`config.mk`:
```
export PLATFORM = sky130hd
export DESIGN_NAME = button_events
export DESIGN_NICKNAME = d
export VERILOG_FILES = /design/src/rtl/button_events.sv
export SDC_FILE = /design/constraint.sdc
export NUM_CORES = 1
export LEC_CHECK = 0
export ABC_CLOCK_PERIOD_IN_PS = 3400
export BUFFER_PORTS_ARGS = -buffer_cell sky130_fd_sc_hd__clkbuf_2
export CORE_MARGIN = 2
export CORE_UTILIZATION = 63
export DETAILED_ROUTE_END_ITERATION = 6
export HOLD_SLACK_MARGIN = 0.08
export PLACE_DENSITY = 0.95
export REMOVE_ABC_BUFFERS = 1
export SLEW_MARGIN = 0
export SYNTH_ARGS = -nofsm -noshare
export SYNTH_HDL_FRONTEND = slang
export SYNTH_SLANG_ARGS = --single-unit
```
`constraint.sdc`:
```
create_clock -name clk -period 3.4 [get_ports clk]
set_clock_uncertainty 0.15 [all_clocks]
set_input_delay 0.68 -clock clk [delete_from_list [all_inputs] [get_ports clk]]
set_output_delay 0.68 -clock clk [all_outputs]
set_load 0.02 [all_outputs]
```
`src/rtl/button_events.sv`:
```
// Turns debounced button/switch levels into one-clock command events.
// UP/DOWN auto-repeat after DELAY clocks of hold, then every PERIOD clocks.
module button_events #(
  parameter int DELAY  = 75_000_000,
  parameter int PERIOD = 20_000_000,
  parameter int CW     = 27
) (
  input  logic       clk,
  input  logic       reset,
  input  logic [4:0] btn_db,
  input  logic [2:0] sw_db,
  output logic [4:0] btn_evt,
  output logic       rep_active,
  output logic [2:0] sw_q,
  output logic       sw_chg
);

  typedef enum logic [1:0] {IDLE, WAIT, REPEAT} state_t;

  localparam logic [CW-1:0] DLY_M1 = CW'(DELAY - 1);
  localparam logic [CW-1:0] PER_M1 = CW'(PERIOD - 1);

  state_t        state_q, state_d;
  logic [CW-1:0] cnt_q, cnt_d;
  logic          dir_q, dir_d;
  logic          armed_q;
  logic [4:0]    btn_q;
  logic [4:0]    btn_evt_q, btn_evt_d;
  logic          rep_active_q, rep_active_d;
  logic          sw_chg_q, sw_chg_d;

  logic [4:0] rise;
  logic [1:0] ud, tick;
  logic       sw_diff, abort;

  always_comb begin
    rise    = btn_db & ~btn_q & {5{armed_q}};
    ud      = btn_db[1:0];
    sw_diff = (sw_db != sw_q);
    // Repeat stops if the held key drops, its partner joins, or the mode moves.
    abort   = ~ud[dir_q] | ud[~dir_q] | sw_diff;
    tick    = 2'b00;
    state_d = state_q;
    cnt_d   = cnt_q;
    dir_d   = dir_q;
    case (state_q)
      IDLE: begin
        if ((rise[0] ^ rise[1]) && (ud[0] ^ ud[1]) && !sw_diff) begin
          state_d = WAIT;
          cnt_d   = '0;
          dir_d   = rise[1];
        end
      end
      WAIT: begin
        if (abort) begin
          state_d = IDLE;
          cnt_d   = '0;
        end else if (cnt_q == DLY_M1) begin
          tick[dir_q] = 1'b1;
          cnt_d       = '0;
          state_d     = REPEAT;
        end else begin
          cnt_d = cnt_q + CW'(1);
        end
      end
      REPEAT: begin
        if (abort) begin
          state_d = IDLE;
          cnt_d   = '0;
        end else if (cnt_q == PER_M1) begin
          tick[dir_q] = 1'b1;
          cnt_d       = '0;
        end else begin
          cnt_d = cnt_q + CW'(1);
        end
      end
      default: begin
        state_d = IDLE;
        cnt_d   = '0;
      end
    endcase
    btn_evt_d    = rise | {3'b000, tick};
    sw_chg_d     = armed_q & sw_diff;
    rep_active_d = (state_d == REPEAT);
  end

  always_ff @(posedge clk) begin
    if (reset) begin
      state_q      <= IDLE;
      cnt_q        <= '0;
      dir_q        <= 1'b0;
      armed_q      <= 1'b0;
      btn_q        <= '0;
      sw_q         <= '0;
      btn_evt_q    <= '0;
      rep_active_q <= 1'b0;
      sw_chg_q     <= 1'b0;
    end else begin
      state_q      <= state_d;
      cnt_q        <= cnt_d;
      dir_q        <= dir_d;
      armed_q      <= 1'b1;
      btn_q        <= btn_db;
      sw_q         <= sw_db;
      btn_evt_q    <= btn_evt_d;
      rep_active_q <= rep_active_d;
      sw_chg_q     <= sw_chg_d;
    end
  end

  assign btn_evt    = btn_evt_q;
  assign rep_active = rep_active_q;
  assign sw_chg     = sw_chg_q;

endmodule

```
==> impl_metrics.ini, run 1 <==
[min_path]
min_to = btn_evt[2]$_SDFF_PP0_
hold_start = btn_q[2]$_SDFF_PP0_
hold_class = register to register
holdPathStages = 1

[grt]
antenna_found_initial = 0
grt_pass1_wl_um = 8090
grt_pass1_vias = 1797
grt_max_degree = 28
grt_usage_pct = 24.9
grt-ovfl-total = 0

[layout]
insertedDiodeCount = 0
syn_to_final_growth_pct = 8.14
drive_gt1_share_pct = 12.7
final_cell_mix = dfxtp_1 (46), nand2_1 (27), nor2_1 (23)
nNetsFinal = 297
layout_commonest_cell = dfxtp_1

[placed_design]
gp_congestion = 0.910
dp_hpwl_um = 3130
io_buffers = 19
dp_slack_ns = 0.670

[power]
ir_worst_vdd_mv = 0.304
leakage_nw = 0.855
p_per_area_nw_per_um2 = 358
p_total_mw = 0.880

[drt]
first_iter_violations = 191
vias_per_cell = 5.86
drc_errors = 0
dr_wl_met2_um = 2110
wl_um = 4450
dr_total_vias = 1929
met3_length_um = 220
drtAntennaViolNets = 0
drt-pass1-iter-count = 5
wl_per_cell_um = 13.5
highest_layer = met4
wl_met1_um = 2100

[clocking]
cts_tree = built
cts_buffer_depth = 2
worstSkewPairLatency_ns = 0.36
cts_setup_buffers = 0
cts.hold.buffers_added = 0
htreeDepth = 2
cts_sinks = 46
root_buffer = clkbuf_4
cts_inserted_buffers = 5
cts_resized = 0
clk_pin_slew_ns = 0.13

[die]
dieArea_um2 = 4110
die_h_um = 64.1
core_area_um2 = 3420
die_x_um = 64.1
rows = 21
start_util_pct = 66.6
ios = 20

[synthesis]
async_reset_ff_share_pct = 0
ys_seq_area_share_pct = 40.5
synth_cell_types = 43
syn_area_per_cell_um2 = 8.56
synth_cells = 266
ys_warn_count = 0
synth_seq_cells = 46
synth_edf_count = 0
syn-cell-area_um2 = 2280
synth_top_flop_cell = dfxtp_1

[timing]
setup_viol = 0
grt_setup_unrepaired = false
period_needed_ns = 2.68
fin_crit_sh_pct = 78.8
worst_slack_ns = 0.721
worst_slew_pin_slew_ns = 0.737
max_clock_freq_mhz = 373
slew_headroom_pct = 50.8
slew_violations = 0
finalHoldViolCount = 0

[critical_path]
worstPathMaxFanout = 17
crit_chain = nand4bb_1, or4_1, o31ai_1, a21oi_2, o21ai_4, nor2_1
slowest_stage = dfxtp_1
worst_setup_path_end_kind = register
crit_type = register to register
reg2reg_depth = 6
critPathArrivalTime_ns = 2.78
reg2reg_to = cnt_q[16]$_SDFFE_PP0P_
rrSetupSlack_ns = 0.72
crit_path_max_incr_delay_ns = 0.55
critPathBufInv = 0
required_ns = 3.50
r2r-start = cnt_q[13]$_SDFFE_PP0P_
critPathTopFamily = compound AO/OA/AOI/OAI gates
start_kind = register

[status]
status = finished, final reports clean

[job]
cap_violations = 0
where the power goes:
| part | leakage, nW | total, mW | switching [mW] | internal (mW) |
|---|---|---|---|---|
| combinational | 0.447 | 0.0566 | 0.0361 | 0.0206 |
| sequential | 0.374 | 0.552 | 0.00412 | 0.548 |
| clock | 0.0343 | 0.272 | 0.172 | 0.0996 |
| total | 0.855 | 0.880 | 0.212 | 0.668 |
area by class of cell:
cell class,instances,area (µm²)
Tap cell,46,57.6
Clock inverter,2,12.5
Timing Repair Buffer,21,110
Sequential cell,46,921
Clock buffer,6,51.3
Inverter,9,33.8
Fill cell,276,955
Multi-Input combinational cell,199,1270
state kept, by name, summed over array words and instances, names as in the netlist:
name	cells
sw_chg	1
state_q	2
btn_q	5
btn_evt	5
dir_q	1
sw_q	3
cnt_q	27
armed_q	1
rep_active	1
how the worst max path moves through the flow:
stage / startpoint / end / slack, ns / cells past startpoint
6_report: cnt_q[13]$_SDFFE_PP0P_ / cnt_q[16]$_SDFFE_PP0P_ / 0.72 / 6
4_1_cts: cnt_q[13]$_SDFFE_PP0P_ / cnt_q[21]$_SDFFE_PP0P_ / 0.73 / 6
5_1_grt: cnt_q[13]$_SDFFE_PP0P_ / cnt_q[16]$_SDFFE_PP0P_ / 0.50 / 6
3_3_place_gp: sw_db[0] / cnt_q[6]$_SDFFE_PP0P_ / 0.76 / 8
2_1_floorplan: sw_db[0] / rep_active$_SDFF_PP0_ / -0.1 / 6
3_5_place_dp: sw_db[0] / cnt_q[13]$_SDFFE_PP0P_ / 0.67 / 7
Yosys cell counts, types with 5 or more instances:
cell	count	area share (%)
nand4b_1	8	3.1
clkbuf_1	10	1.6
nor4_1	5	1.4
ha_1	5	2.7
o21ai_0	9	2.0
and2_1	7	1.9
a31oi_1	5	1.4
nor3_1	12	2.6
nor3b_1	6	2.0
nor2_1	23	3.8
nand3_1	8	1.8
a21oi_1	11	2.4
inv_1	9	1.5
xor2_1	11	4.2
nor2b_1	10	2.7
xnor2_1	6	2.3
dfxtp_1	46	40
nand2_1	27	4.5
nand4_1	8	2.2
cells by family (layout without fill, tap and decap cells):
| logic type | Yosys count | after routing | share of synthesized area [%] |
|---|---|---|---|
| adders and majority gates | 5 | 5 | 2.75 |
| AOI/OAI and AO/OA | 37 | 37 | 11.4 |
| muxes | 1 | 1 | 0.440 |
| xor gates and xnor gates | 17 | 17 | 6.54 |
| and+or+nand+nor | 139 | 139 | 34.6 |
| DFF | 46 | 46 | 40.5 |
| buffers and inverters | 21 | 38 | 3.79 |
metal layers:
layer	vias up	GRT usage (%)
met4	0	6.65
met1	902	34.3
li1	971	-
met5	-	0
met2	54	38.2
met3	2	7.57
metrics by stage:
stage               hold WS [ns]  instances  instance area (µm²)  utilization, %  setup TNS [ns]
finish                     0.253        329                 2460            72.1               0
global route               0.271        329                 2460            72.1               0
global placement           0.232        321                 2400            70.2               0
floorplan                  0.222        254                 2220               -         -0.0990
CTS                        0.258        329                 2460            72.1               0
detailed placement         0.238        321                 2400            70.2               0
(Power assumes the default switching activity.)
==> run 2: changes to the inputs <==
Settings changed: ABC_CLOCK_PERIOD_IN_PS 3400 to 2600, CORE_UTILIZATION 63 to 58, PLACE_DENSITY 0.95 to 0.89.
Clock period 3.4 ns to 2.6 ns, I/O delays scaled along.
==> run 2 against run 1 <==
Register-to-register slack lost 0.58 ns. Global-route usage shrank 0.86 points. Core utilization shrank 1.3 points. Wire length grew 12%. Sequential power grew 31%.
==> impl_metrics.ini, run 2 (same netlist as run 1, synthesis figures left out) <==
[layout]
fin_cells = 344
nNetsFinal = 310
insertedDiodeCount = 0
multiInputGateArea_um2 = 1290
regArea_um2 = 921
drive_gt1_share_pct = 16.2
finish.utilization_pct = 70.7
regMostFlops = cnt_q
largest_reg_flops = 27
layout_commonest_cell = dfxtp_1
syn_to_final_growth_pct = 15.5
fillers = 279
final_cell_mix = dfxtp_1 (46), nand2_1 (27), nor2_1 (23)

[critical_path]
worst_setup_path_end_kind = register
start_kind = register
crit_chain = or3b_1, or4_4, o41ai_4, a21oi_4, o21ai_4, buf_12, nor2_1
required_ns = 2.65
worstPathMaxFanout = 17
critPathArrivalTime_ns = 2.51
crit_path_max_incr_delay_ns = 0.45
slowest_stage = or4_4
crit_type = register to register

[power]
p_sw_mw = 0.290
seqPwrFrac_pct = 54.2
p_per_area_nw_per_um2 = 506
switching_share_pct = 21.8
clockPowerShare_pct = 39.3
leakage_nw = 0.942
ir_worst_vdd_mv = 0.353
combPwrFrac_pct = 6.5
power.internal_mw = 1.04

[grt]
grt-ovfl-total = 0
grt_usage_pct = 24.1
grt_max_degree = 28
antenna_found_initial = 0
grt_pass1_wl_um = 8220
grt_pass1_vias = 1835

[min_path]
hold_class = register to register

[drt]
dr_total_vias = 2016
drtAntennaViolNets = 0
drc_errors = 0
wl_per_cell_um = 14.5
vias_per_cell = 5.86
drt-pass1-iter-count = 4
first_iter_violations = 127
wl_um = 5000

[die]
ios = 20
start_util_pct = 61.2
die_x_um = 66.6
dieArea_um2 = 4440
die_h_um = 66.6
rows = 22
core_area_um2 = 3720

[timing]
slew_violations = 0
setup_tns_ns = 0
setup_viol = 0
worst_slew_pin_slew_ns = 0.550
period_needed_ns = 2.46
holdWs_ns = 0.246
finalHoldViolCount = 0
grt_setup_unrepaired = false
slew_headroom_pct = 63.3
max_clock_freq_mhz = 406
fin_crit_sh_pct = 94.7

[clocking]
cts.hold.buffers_added = 0
cts_sinks = 46
root_buffer = clkbuf_8
cts_buffer_depth = 2
worstSkewPairLatency_ns = 0.30
cts_tree = built
cts_inserted_buffers = 5
clk_pin_slew_ns = 0.08
htreeDepth = 2

[placed_design]
io_buffers = 19
gp_congestion = 0.847
dp_hpwl_um = 3450
dp.cells = 335

[status]
status = finished, final reports clean

[job]
cap_violations = 0
run 2: changes by cell type in the layout (fill, tap and decap cells not counted), sizes merged:
cell / delta
buf: +13
bufinv: +1
clkbuf: +1
clkinv: -1
clkinvlp: -1
run 2: per-stage QoR:
step | total power [mW] | setup slack [ns] | instance area (µm²)
floorplan | 0.780 | -0.739 | 2220
finish | 1.33 | 0.138 | 2630
global route | 1.37 | 0.0439 | 2630
detailed placement | 0.817 | 0.0331 | 2490
global placement | 0.815 | 0.114 | 2490
CTS | 1.33 | 0.0260 | 2600
run 2: metal layers:
layer | up-vias | GRT usage (%) | wire (µm)
met2 | 45 | 40.9 | 2470
met1 | 963 | 30.3 | 2240
met4 | 0 | 10.5 | 82
met5 | - | 0 | 0
li1 | 1000 | - | -
met3 | 8 | 3.38 | 207
run 2: worst max-delay path: cells and delay by family (launching register included):
| kind | cells | cell delay (ns) |
|---|---|---|
| AOI/OAI and AO/OA | 3 | 0.78 |
| buffers and inverters | 1 | 0.15 |
| DFF | 1 | 0.40 |
| and+or+nand+nor | 3 | 0.87 |
run 2: path summary, 6_finish.rpt:
kind	cells past startpoint	slack (ns)	end	startpoint
setup / recovery	7	0.14	cnt_q[14]$_SDFFE_PP0P_	cnt_q[24]$_SDFFE_PP0P_
hold / removal	1	0.25	btn_evt[4]$_SDFF_PP0_	btn_q[4]$_SDFF_PP0_
setup reg to reg	7	0.14	cnt_q[14]$_SDFFE_PP0P_	cnt_q[24]$_SDFFE_PP0P_
hold reg to reg	1	0.25	btn_evt[4]$_SDFF_PP0_	btn_q[4]$_SDFF_PP0_
run 2: final cells by class:
class / count / share of cell area, %
Tap cell: 48 / 2.28
Clock buffer: 7 / 2.90
Multi-Input combinational cell: 199 / 49.0
Timing Repair Buffer: 34 / 8.38
Sequential cell: 46 / 35.0
Clock inverter: 1 / 1.14
Inverter: 9 / 1.29
run 2: power groups by stage:
stage	Sequential [mW]	Clock, mW	Combinational, mW
after global placement	0.737	0	0.0780
final	0.721	0.522	0.0860
after global routing	0.722	0.555	0.0932
after CTS	0.721	0.526	0.0804
after floorplan	0.745	0	0.0352
after detailed placement	0.738	0	0.0796
run 2: repair_timing:
item                       4_1_cts  5_1_grt
setup endpoints to repair        0       14
setup buffers                    0        1
resized for setup                0        2
==> run 3: changes to the inputs <==
--- a/config.mk
+++ b/config.mk
@@ -13,3 +13,3 @@
 export HOLD_SLACK_MARGIN = 0.08
-export PLACE_DENSITY = 0.89
+export PLACE_DENSITY = 0.86
 export REMOVE_ABC_BUFFERS = 1
--- a/constraint.sdc
+++ b/constraint.sdc
@@ -4,2 +4,2 @@
 set_output_delay 0.52 -clock clk [all_outputs]
-set_load 0.02 [all_outputs]
+set_load 0.05 [all_outputs]
==> run 3 against run 2 <==
First-iteration DRC count fell by 16%. Core utilization fell by 1.2 points. Die area did not move. Non-clock buffer count fell by 3. Total power fell by 4.4%. Final area fell by 1.8%. Sequential share of layout area rose by 0.68 points. Critical path depth increased by 1. Combinational power up 14%. Wire length down 5.5%. Critical endpoint is now cnt_q[20]$_SDFFE_PP0P_.
==> impl_metrics.ini, run 3 (same netlist as run 1, synthesis figures left out) <==
[layout]
multiInputGateArea_um2 = 1270
drive_gt1_share_pct = 16.0
regMostFlops = cnt_q
nNetsFinal = 307
insertedDiodeCount = 0
largest_reg_flops = 27
syn_to_final_growth_pct = 13.5
layout_commonest_cell = dfxtp_1
fillers = 284
fin_cells = 341
finish.utilization_pct = 69.5
regArea_um2 = 922
final_cell_mix = dfxtp_1 (45), nand2_1 (27), nor2_1 (23)

[min_path]
hold_class = register to register
holdPathStages = 1
min_to = btn_evt[2]$_SDFF_PP0_
hold_start = btn_q[2]$_SDFF_PP0_

[critical_path]
required_ns = 2.65
crit_path_max_incr_delay_ns = 0.45
start_kind = register
critPathArrivalTime_ns = 2.52
worst_setup_path_end_kind = register
crit_chain = or3b_1, or4_4, o41ai_4, a21oi_2, buf_4, o21ai_4, buf_12, nor2_1
reg2reg_depth = 8
rrSetupSlack_ns = 0.13
slowest_stage = or4_4
worstPathMaxFanout = 17
r2r-start = cnt_q[24]$_SDFFE_PP0P_
crit_type = register to register
reg2reg_to = cnt_q[20]$_SDFFE_PP0P_

[grt]
grt-ovfl-total = 0
antenna_found_initial = 0
grt_max_degree = 28
grt_usage_pct = 23.8
grt_pass1_wl_um = 8140
grt_pass1_vias = 1822

[placed_design]
gp_congestion = 0.855
io_buffers = 19
dp_slack_ns = 0.145
dp_hpwl_um = 3370
dp.cells = 333

[timing]
slew_violations = 0
holdWs_ns = 0.242
worst_slack_ns = 0.134
finalHoldViolCount = 0
max_clock_freq_mhz = 406
slew_headroom_pct = 66.8
period_needed_ns = 2.47
worst_slew_pin_slew_ns = 0.494
fin_crit_sh_pct = 94.8
grt_setup_unrepaired = false
setup_viol = 0

[clocking]
clk_pin_slew_ns = 0.09
root_buffer = clkbuf_8
worstSkewPairLatency_ns = 0.30
cts_tree = built
cts.hold.buffers_added = 0
cts_inserted_buffers = 5
cts_buffer_depth = 2
cts_sinks = 46
htreeDepth = 2

[job]
cap_violations = 0

[drt]
first_iter_violations = 107
wl_um = 4730
drtAntennaViolNets = 0
wl_per_cell_um = 13.9
dr_total_vias = 1950
vias_per_cell = 5.72
drc_errors = 0
drt-pass1-iter-count = 4

[power]
ir_worst_vdd_mv = 0.238
seqPwrFrac_pct = 56.7
switching_share_pct = 25.7
clockPowerShare_pct = 35.5
combPwrFrac_pct = 7.7
power.internal_mw = 0.944
p_total_mw = 1.27
leakage_nw = 0.920
p_per_area_nw_per_um2 = 492
p_sw_mw = 0.326

[die]
die_h_um = 66.6
core_area_um2 = 3720
dieArea_um2 = 4440
die_x_um = 66.6
rows = 22
ios = 20
start_util_pct = 61.2

[status]
status = finished, final reports clean
==> run 3: cell count changes in the layout (fill, tap and decap cells not counted) <==
cell / before / now
a21oi_2: 0 / 1
a21oi_4: 1 / 0
buf_4: 14 / 11
bufinv_16: 1 / 0
clkbuf_1: 2 / 0
clkinv_4: 0 / 1
clkinvlp_4: 0 / 1
dfxtp_1: 46 / 45
dfxtp_2: 0 / 1
inv_6: 0 / 1
o31ai_1: 0 / 1
o31ai_2: 1 / 0
==> run 3: worst max-delay path by stage <==
stage,startpoint,end,slack [ns],cells past startpoint
after floorplan,sw_q[0]$_SDFF_PP0_,rep_active$_SDFF_PP0_,-0.90,6
after global placement,cnt_q[24]$_SDFFE_PP0P_,cnt_q[21]$_SDFFE_PP0P_,0.23,8
after detailed placement,cnt_q[24]$_SDFFE_PP0P_,cnt_q[20]$_SDFFE_PP0P_,0.14,8
after CTS,cnt_q[24]$_SDFFE_PP0P_,cnt_q[20]$_SDFFE_PP0P_,0.10,8
after global routing,cnt_q[22]$_SDFFE_PP0P_,cnt_q[25]$_SDFFE_PP0P_,0.05,8
final,cnt_q[24]$_SDFFE_PP0P_,cnt_q[20]$_SDFFE_PP0P_,0.13,8
==> run 3: repair_timing <==
action                                  in CTS  in global routing
endpoints found under the setup margin       0                  1
setup buffers                                0                  0
resized for setup                            0                  1
==> run 3: worst max-delay path, delay by kind of cell (launching register included) <==
family / cells / cell delay, ns
AND/OR/NAND/NOR: 3 / 0.86
buffers and inverters: 2 / 0.36
flip-flops: 1 / 0.37
AO/OA/AOI/OAI: 3 / 0.61
==> run 3: power by group through the flow <==
stage                     sequential [mW]  combinational [mW]  clock [mW]
after floorplan                     0.759              0.0352           0
after global placement              0.737              0.0964           0
after detailed placement            0.737              0.0979           0
after CTS                           0.721              0.0984       0.461
after global routing                0.723               0.106       0.500
final                               0.721              0.0983       0.451
==> run 3: metrics by stage <==
step,cell area (µm²),setup TNS (ns)
2_1_floorplan,2220,-20.10
3_3_place_gp,2490,0
3_5_place_dp,2490,0
4_1_cts,2580,0
5_1_grt,2580,0
6_report,2580,0
==> run 3: layer usage <==
metal,part of all wire [%],track usage (%)
met3,3.8,4.05
met1,46,29.4
met5,0,0
met4,1.4,7.65
met2,48,41.6
==> run 3: cell type report <==
cell class / instances / share of cell area (%)
multi-input combinational: 199 / 49.4
sequential: 46 / 35.7
clock buffer: 5 / 2.66
timing repair buffer: 31 / 7.66
inverter: 9 / 1.31
tap: 48 / 2.33
clock inverter: 3 / 0.969
